--- config.mk ---
export PLATFORM = sky130hd
export DESIGN_NAME = seq_pattern_gen
export DESIGN_NICKNAME = d
export VERILOG_FILES = /design/src/rtl/seq_pattern_gen_pkg.sv /design/src/rtl/seq_pattern_gen.sv
export SDC_FILE = /design/constraint.sdc
export NUM_CORES = 1
export LEC_CHECK = 0
export ABC_AREA = 0
export BUFFER_PORTS_ARGS = -buffer_cell sky130_fd_sc_hd__buf_4
export CORE_MARGIN = 2
export CORE_UTILIZATION = 57
export CTS_BUF_LIST = sky130_fd_sc_hd__clkbuf_4 sky130_fd_sc_hd__clkbuf_8 sky130_fd_sc_hd__clkbuf_16
export DETAILED_ROUTE_END_ITERATION = 8
export PLACE_DENSITY = 0.8
export SLEW_MARGIN = 10
export SYNTH_ARGS = -nofsm -noshare
export SYNTH_HDL_FRONTEND = slang
export SYNTH_SLANG_ARGS = --single-unit
--- constraint.sdc ---
create_clock -name clk -period 2.9 [get_ports clk]
set_input_delay 0 -clock clk [delete_from_list [all_inputs] [get_ports clk]]
set_output_delay 0 -clock clk [all_outputs]
set_load 0.1 [all_outputs]
--- src/rtl/seq_pattern_gen_pkg.sv ---
// -----------------------------------------------------------------------------
// seq_gen_pkg
//   Shared constants for the serial pattern generator and the sequence
//   detector benches that it drives.
//
//   Contents:
//     PW_DEF / RW_DEF / GW_DEF : default pattern, repetition and gap widths
//     IDLE / SEND / GAP        : FSM state encodings
//     DEF_PATTERN              : reset value of the generator's pattern register
//     cnt_w()                  : width of a counter that must hold 0..n
// -----------------------------------------------------------------------------
package seq_gen_pkg;

    localparam int PW_DEF = 4;
    localparam int RW_DEF = 4;
    localparam int GW_DEF = 4;

    localparam logic [1:0] IDLE = 2'd0;
    localparam logic [1:0] SEND = 2'd1;
    localparam logic [1:0] GAP  = 2'd2;

    localparam logic [PW_DEF-1:0] DEF_PATTERN = 4'b1011;

    // Bits needed to represent every value from 0 up to and including n.
    function automatic int cnt_w(input int n);
        return (n < 1) ? 1 : $clog2(n + 1);
    endfunction

endpackage

--- src/rtl/seq_pattern_gen.sv ---
// -----------------------------------------------------------------------------
// seq_pattern_gen
//   Serial pattern transmitter. Sends a PW-bit pattern MSB first, one bit per
//   clock, repeated rep_cnt times with gap_len idle cycles between repetitions.
//
//   Ports:
//     clk        in   rising-edge clock
//     rst        in   asynchronous, active-high reset
//     start      in   transfer request, sampled only while idle
//     pattern    in   [PW] bits to send, MSB first (latched on start)
//     rep_cnt    in   [RW] number of repetitions (latched on start)
//     gap_len    in   [GW] idle cycles between repetitions (latched on start)
//     hold       in   stall; freezes transmission while high
//     out        out  serial data
//     out_valid  out  out carries a pattern bit this cycle
//     busy       out  transfer in progress
//     done       out  one-cycle pulse at the end of a transfer
// -----------------------------------------------------------------------------
module seq_pattern_gen
    import seq_gen_pkg::*;
#(
    parameter int              PW          = PW_DEF,
    parameter int              RW          = RW_DEF,
    parameter int              GW          = GW_DEF,
    parameter logic [PW-1:0]   DEF_PATTERN = seq_gen_pkg::DEF_PATTERN
) (
    input  logic          clk,
    input  logic          rst,
    input  logic          start,
    input  logic [PW-1:0] pattern,
    input  logic [RW-1:0] rep_cnt,
    input  logic [GW-1:0] gap_len,
    input  logic          hold,
    output logic          out,
    output logic          out_valid,
    output logic          busy,
    output logic          done
);

    localparam int BW = cnt_w(PW);

    logic [1:0]    state;
    logic [PW-1:0] pat_q;     // latched pattern, reloaded at each repetition
    logic [PW-1:0] sh_q;      // remaining bits of the current repetition
    logic [BW-1:0] bit_q;     // bits already emitted in this repetition
    logic [RW-1:0] rep_q;     // repetitions still to finish, current included
    logic [GW-1:0] gap_q;     // latched gap length
    logic [GW-1:0] gap_cnt;   // gap cycles still to spend

    // NOTE: every register, including the pattern and counters, gets a reset
    // value so a mid-transfer reset leaves no stale repetition behind.
    // NOTE: state updates use non-blocking assignments so every register
    // samples the values from before this edge, regardless of statement order.
    always_ff @(posedge clk or posedge rst) begin
        if (rst) begin
            state     <= IDLE;
            pat_q     <= DEF_PATTERN;
            sh_q      <= '0;
            bit_q     <= '0;
            rep_q     <= '0;
            gap_q     <= '0;
            gap_cnt   <= '0;
            out       <= 1'b0;
            out_valid <= 1'b0;
            busy      <= 1'b0;
            done      <= 1'b0;
        end else begin
            done <= 1'b0;
            case (state)
                IDLE: begin
                    // hold has no effect here; the first bit leaves on the
                    // accepting edge.
                    if (start) begin
                        if (rep_cnt != '0) begin
                            pat_q     <= pattern;
                            sh_q      <= pattern << 1;
                            bit_q     <= BW'(1);
                            rep_q     <= rep_cnt;
                            gap_q     <= gap_len;
                            gap_cnt   <= '0;
                            out       <= pattern[PW-1];
                            out_valid <= 1'b1;
                            busy      <= 1'b1;
                            state     <= SEND;
                        end else begin
                            // Empty transfer: just acknowledge it.
                            done <= 1'b1;
                        end
                    end
                end

                SEND: begin
                    if (hold) begin
                        out_valid <= 1'b0;
                    end else if (bit_q < BW'(PW)) begin
                        out       <= sh_q[PW-1];
                        sh_q      <= sh_q << 1;
                        bit_q     <= bit_q + BW'(1);
                        out_valid <= 1'b1;
                    end else if (rep_q > RW'(1)) begin
                        rep_q <= rep_q - RW'(1);
                        if (gap_q == '0) begin
                            // Back-to-back repetition: MSB follows LSB with
                            // no bubble.
                            out       <= pat_q[PW-1];
                            sh_q      <= pat_q << 1;
                            bit_q     <= BW'(1);
                            out_valid <= 1'b1;
                        end else begin
                            out       <= 1'b0;
                            out_valid <= 1'b0;
                            gap_cnt   <= gap_q;
                            state     <= GAP;
                        end
                    end else begin
                        out       <= 1'b0;
                        out_valid <= 1'b0;
                        busy      <= 1'b0;
                        done      <= 1'b1;
                        bit_q     <= '0;
                        rep_q     <= '0;
                        state     <= IDLE;
                    end
                end

                GAP: begin
                    if (hold) begin
                        out_valid <= 1'b0;
                    end else if (gap_cnt > GW'(1)) begin
                        gap_cnt <= gap_cnt - GW'(1);
                    end else begin
                        // This edge closes the final gap cycle, so the next
                        // repetition's MSB leaves now.
                        gap_cnt   <= '0;
                        out       <= pat_q[PW-1];
                        sh_q      <= pat_q << 1;
                        bit_q     <= BW'(1);
                        out_valid <= 1'b1;
                        state     <= SEND;
                    end
                end

                default: begin
                    state <= IDLE;
                end
            endcase
        end
    end

endmodule

==> impl_metrics.csv, run 1 <==
group,metric,value,unit
synth,synth_top_area_cell,"dfrtp_1",
critical_path,r2r_cells,7,
synth,ys_seq_elements,28,
critical_path,cp.required,3.15,ns
power,ir_drop,0.000828,V
drt,wl_per_cell,15.6,µm
drt,postRouteAntennaNets,0,
final_layout,drive_gt1_frac,0.236,
final_layout,n_fill_cell,201,
hold_path,holdPathEnd,"rep_q[3]",
timing,setup_viol,0,
critical_path,cp_common_cell,"o21ai_0",
cts,clock-sinks,28,
synth,synth.area.top_cells,"dfrtp_1 (38%), ha_1 (6.8%), mux2_2 (6.1%), o21ai_0 (5.4%), dfstp_2 (4.8%)",
global_route,grt_use_total,0.238,
placed_design,place.gp.congestion,0.881,
synth,synthTopCellsByCount,"dfrtp_1 (25), o21ai_0 (18), inv_1 (17), nand2_1 (14), a21oi_1 (10)",
synth,syn_nets,193,
cts,tritoncts,"built",
timing,rsz0062_at_grt,"false",
drt,firstDrtPassIters,4,
critical_path,rrSetupSlack,0.62,ns
floorplanning,pin_count,20,
critical_path,critPathMaxStageDelay,0.67,ns
cts,cts_buffers,3,
critical_path,start_kind,"register",
critical_path,r2r-end,"gap_cnt[2]",
synth,syn_area,1660,µm²
final_layout,fin_cells,230,
drt,vias,1383,
global_route,antenna_found_initial,0,
floorplanning,die_area,3350,µm²
drt,avgViaCountPerCell,6.01,
timing,tightest_slew,1.06,ns
synth,syn_inst,168,
floorplanning,die_w,57.9,µm
synth,yosysMostFrequentCell,"dfrtp_1",
global_route,grt_pass1_wl,6.11,mm
cts,htreeDepth,1,
flow_run,maxCapViolCount,0,
hold_path,hold_depth,4,
drt,drt_iter0_markers,76,
timing,max_slew_margin,0.290,
critical_path,crit_buf_inv,1,
global_route,overflow,0,
critical_path,timing.rr.start,"rep_q[0]",
global_route,grt_max_degree,29,
final_layout,num_antenna_cells,0,
timing,hold_violations,0,
timing,slew_viol_final,0,
floorplanning,rows,19,
final_layout,nets,225,
timing,fmax,438,MHz
cts,root_buffer,"clkbuf_4",
critical_path,cp_max_fo,6,
cts,post_cts_resized,0,
timing,finalCritPeriodShare,0.787,
cts,clk_pin_slew,0.15,ns
critical_path,cp_slowest_cell,"a2111oi_2",
synth,synthArstFlopShare,1.00,
critical_path,critPathKind,"reg -> reg",
timing,hold_slack,0.0184,ns
placed_design,io_buffers,19,
hold_path,hold_class,"in -> reg",
critical_path,path_delay_family,"compound AO/OA/AOI/OAI gates",
power,p_leak,0.888,nW
critical_path,cp-end-kind,"register",
synth,yosysTopAreaCellShare,0.378,
power,powerDensity,1170,nW/µm²
synth,synth_enable_flop_cells,0,
floorplanning,initial_core_util,0.601,
global_route,first_global_vias,1383,
run_status,status,"complete, no violations",
timing,tns,0,ns
drt,totalWireLength,3.58,mm
placed_design,hpwl,2.53,mm
critical_path,crit_chain,"inv_1 > ha_1 > nor2_1 > o21ai_0 > a2111oi_2 > o21ai_0 > o2bb2ai_1",
drt,drc_errors,0,
synth,synthDistinctLibCells,40,
placed_design,dpl.cell_count,212,
timing,finalCriticalPeriod,2.28,ns
cts,cts_buffer_depth,2,
cts,clk_latency,0.34,ns
synth,postSynthAreaPerCell,9.86,µm²
final_layout,area_delta_synth_final,19.7,%
synth,ys.flop_type,"dfrtp_1",
hold_path,hold_path_startpoint,"rep_cnt[3]",
critical_path,crit_arrival,2.53,ns
timing,fin_skew,0.00675,ns
floorplanning,fp.dieH,57.9,µm
synth,seq_area_frac_synth,0.425,
floorplanning,core-area,2760,µm²
synth,ys_warn_count,0,
==> worst reg2reg max path: stages, from the launching register on <==
cell and delay (ns):
dfrtp_1 0.44, inv_1 0.07, ha_1 0.22, nor2_1 0.25, o21ai_0 0.16, a2111oi_2 0.67, o21ai_0 0.22, o2bb2ai_1 0.17
==> logic make-up after synthesis <==
logic type	share of synthesized area
AO/OA/AOI/OAI	0.228
AND/OR/NAND/NOR	0.116
flip-flops	0.425
buffers and inverters	0.0619
multiplexers	0.100
adder cells (fa/ha/maj)	0.0680
==> layout make-up <==
class	instances	area, µm²	area share
flip-flops and latches	28	704	0.355
clock buffers	4	36.3	0.0183
multi-input cells	116	850	0.428
repair buffers	34	290	0.146
inverters	17	63.8	0.0322
well taps	31	38.8	0.0196
==> flip-flops by register name, summed over array words and instances, names as in the netlist <==
register / count
pat_q: 4
out_valid: 1
gap_q: 4
done: 1
gap_cnt: 4
busy: 1
state: 2
sh_q: 3
out: 1
bit_q: 3
rep_q: 4
==> where the power goes <==
group | total [mW] | internal [mW] | switching (mW)
Clock | 0.197 | 0.0771 | 0.120
Sequential | 0.734 | 0.590 | 0.144
Combinational | 1.39 | 0.555 | 0.830
==> per-stage QoR <==
stage | instance area [µm²] | utilization | power [mW] | setup slack, ns
after floorplan | 1660 | - | 1.83 | 0.850
after global placement | 1810 | 0.655 | 2.03 | 0.741
after detailed placement | 1810 | 0.655 | 2.10 | 0.690
after CTS | 1980 | 0.719 | 2.30 | 0.661
after global routing | 1980 | 0.719 | 2.50 | 0.434
final | 1980 | 0.719 | 2.32 | 0.618
==> routing by layer <==
layer	GRT usage	wire length [µm]
met5	0	0
met4	0.123	78
met3	0.0290	155
met2	0.386	1710
met1	0.314	1630
==> cell usage in the layout, fill, tap and decap left out, drive strengths merged, types with 2 or more instances in the layout <==
master and n:
nor2b 2, a211oi 2, buf 20, nand2 14
or4 2, dlygate4sd3 14, mux2i 2, nand3 5
dfrtp 25, or3 2, ha 9, nor3 3
dfstp 3, clkbuf 4, o22ai 3, or2 2
o21bai 2, nor2 7, a31oi 4, mux2 12
a22oi 4, nand2b 2, o2bb2ai 3, inv 17
a21oi 10, o21ai 18
==> how the worst max path moves through the flow <==
stage,from,end,slack [ns],depth (start not counted)
finish,rep_q[0],gap_cnt[2],0.62,7
global route,state[0],gap_cnt[3],0.43,7
CTS,rep_q[0],gap_cnt[3],0.66,7
detailed placement,rep_q[0],gap_cnt[3],0.69,7
global placement,gap_cnt[0],sh_q[1],0.74,7
floorplan,state[1],sh_q[1],0.85,8
==> what timing repair did <==
action                    4_1_cts  5_1_grt
hold endpoints to repair       38        0
buffers inserted                0        0
hold buffers                   14        0
Note: power is estimated with default switching activity, not from simulation.
==> run 2, diff against run 1 <==
Settings changed: ABC_AREA 0 to 1, CORE_UTILIZATION 57 to 53, PLACE_DENSITY 0.8 to 0.78.
Clock period 2.9 ns to 2 ns, I/O delays scaled along.
==> run 2 against run 1 <==
Combinational power up 55%. Synthesized cell count up 61%. Die area up 20%. Register-to-register slack worse by 0.38 ns. First-iteration DRC count up 38%. Clock skew down 0.0018 ns. Count of clock-buffer cells in the layout down 1. Global-route usage down 0.59 points. Non-clock buffer count up 2. Critical path depth up 2. Fmax up 29%. Via count up 25%. Critical endpoint is now bit_q[2]. Largest cell class unchanged. Largest power group unchanged.
==> impl_metrics.csv, run 2 <==
group,metric,value,unit
drt,totalWireLength,4.07,mm
placed_design,placed_area,2050,µm²
final_layout,drive_gt1_frac,0.157,
power,p_int,1.75,mW
drt,drc_errors,0,
synth,ys_warn_count,0,
synth,synthDistinctLibCells,24,
global_route,overflow,0,
cts,cts_buffers,3,
placed_design,place.gp.congestion,0.903,
placed_design,io_buffers,19,
power,p_seq_frac,0.287,
timing,tns,0,ns
floorplanning,pin_count,20,
power,p_leak,1.21,nW
critical_path,r2r-end,"bit_q[2]",
drt,vias,1725,
placed_design,hpwl,3.01,mm
cts,htreeDepth,1,
run_status,status,"complete, no violations",
synth,synth_enable_flop_cells,0,
critical_path,timing.rr.start,"state[1]",
power,clock_power_share,0.109,
cts,clk_latency,0.34,ns
floorplanning,die_area,4020,µm²
final_layout,num_antenna_cells,0,
power,powerDensity,1590,nW/µm²
cts,clk_pin_slew,0.16,ns
final_layout,nets,331,
synth,synth.area.top_cells,"dfrtp_1 (33%), nand2_1 (18%), inv_1 (7.6%), nand3_1 (7.5%), ha_1 (6.0%)",
floorplanning,rows,21,
synth,ys_seq_elements,28,
final_layout,stdcell_area,2240,µm²
synth,yosysTopAreaCellShare,0.335,
synth,synthTopCellsByCount,"nand2_1 (90), inv_1 (38), nand3_1 (28), dfrtp_1 (25), nor2_1 (19)",
synth,synth_top_area_cell,"dfrtp_1",
final_layout,final_util,0.667,
floorplanning,fp.dieH,63.4,µm
timing,fin_skew,0.00495,ns
final_layout,area_delta_synth_final,20.1,%
drt,postRouteAntennaNets,0,
synth,yosysMostFrequentCell,"nand2_1",
critical_path,start_kind,"register",
final_layout,n_fill_cell,315,
global_route,grt_use_total,0.232,
critical_path,cp.required,2.30,ns
global_route,grt_max_degree,29,
synth,postSynthAreaPerCell,6.92,µm²
timing,fmax,567,MHz
floorplanning,core-area,3360,µm²
critical_path,r2r_cells,9,
timing,finalCritPeriodShare,0.882,
timing,hold_slack,0.0100,ns
global_route,grt_pass1_wl,7.51,mm
synth,synthArstFlopShare,1.00,
power,ir_drop,0.000966,V
power,switching_share,0.509,
final_layout,final_common_cell,"nand2_1",
drt,firstDrtPassIters,4,
drt,drt_iter0_markers,105,
timing,setup_viol,0,
synth,syn_inst,270,
global_route,first_global_vias,1653,
cts,post-cts-setup-buffers,0,
synth,ys.flop_type,"dfrtp_1",
cts,root_buffer,"clkbuf_4",
timing,setup_ws,0.237,ns
timing,tightest_slew,0.359,ns
placed_design,dp_slack,0.276,ns
global_route,antenna_found_initial,0,
critical_path,crit_arrival,2.06,ns
synth,seq_area_frac_synth,0.377,
critical_path,cp-end-kind,"register",
critical_path,rrSetupSlack,0.24,ns
timing,rsz0062_at_grt,"false",
hold_path,hold_path_startpoint,"rep_cnt[1]",
timing,slew_viol_final,0,
placed_design,dpl.cell_count,333,
floorplanning,die_w,63.4,µm
final_layout,fin_cells,351,
drt,avgViaCountPerCell,4.91,
critical_path,cp_max_fo,10,
floorplanning,initial_core_util,0.555,
drt,wl_per_cell,11.6,µm
timing,hold_violations,0,
hold_path,hold_depth,5,
timing,finalCriticalPeriod,1.76,ns
power,p_comb_frac,0.604,
hold_path,holdPathEnd,"rep_q[1]",
critical_path,critPathKind,"reg -> reg",
hold_path,hold_class,"in -> reg",
synth,syn_area,1870,µm²
power,p_sw,1.81,mW
cts,cts_buffer_depth,2,
synth,syn_nets,295,
cts,tritoncts,"built",
power,fin_total_pwr,3.56,mW
timing,max_slew_margin,0.761,
flow_run,maxCapViolCount,0,
cts,clock-sinks,28,
final_layout,mostFrequentLayoutCells,"nand2_1 (90), inv_1 (38), nand3_1 (28)",
## run 2: logic make-up after synthesis
kind of cell,after synthesis,share of synthesized area
AO/OA/AOI/OAI,30,0.0831
XOR/XNOR,1,0.00469
adder cells (fa/ha/maj),9,0.0603
buffers and inverters,47,0.107
flip-flops,28,0.377
AND/OR/NAND/NOR,155,0.368
## run 2: critical path, cell delays in order, from the launching register on
cell     delay, ns
dfrtp_1       0.45
inv_1         0.09
ha_1          0.33
buf_4         0.22
nand2_1       0.09
inv_1         0.09
nand3_1       0.15
nand3_1       0.17
nand2_1       0.07
nand2_1       0.06
## run 2: power groups by stage
stage | logic [mW] | clock network [mW] | registers, mW
final | 2.15 | 0.386 | 1.02
after global routing | 2.48 | 0.421 | 1.05
after CTS | 2.15 | 0.391 | 1.02
after detailed placement | 2.12 | 0 | 1.03
after global placement | 2.09 | 0 | 1.02
after floorplan | 1.54 | 0 | 1.19
## run 2: area by class of cell
cell class,count,area [µm²],share of cell area
Sequential cell,28,704,0.314
Inverter,42,160,0.0714
Timing Repair Buffer,36,305,0.136
Tap cell,46,57.6,0.0257
Multi-Input combinational cell,195,963,0.429
Clock inverter,1,30.0,0.0134
Clock buffer,3,22.5,0.0100
## run 2: routing by layer
metal	up-vias	share of wire	GRT usage	wire (µm)
li1	908	-	-	-
met1	782	0.47	0.322	1930
met2	28	0.47	0.367	1920
met3	7	0.036	0.0446	148
met4	0	0.018	0.0707	72
met5	-	0	0	0
## run 2: what timing repair did
action                                 in CTS  in global routing
endpoints found under the hold margin      41                  0
hold buffers                               14                  0
gates resized for setup                     0                  0
setup endpoints to repair                   0                  0
## run 2: worst max-delay path by stage
stage                        start          to
after floorplan           state[0]  gap_cnt[3]
after global placement    state[1]     sh_q[2]
after detailed placement  state[1]    bit_q[2]
after CTS                 state[1]    bit_q[2]
after global routing      state[1]    bit_q[2]
final                     state[1]    bit_q[2]
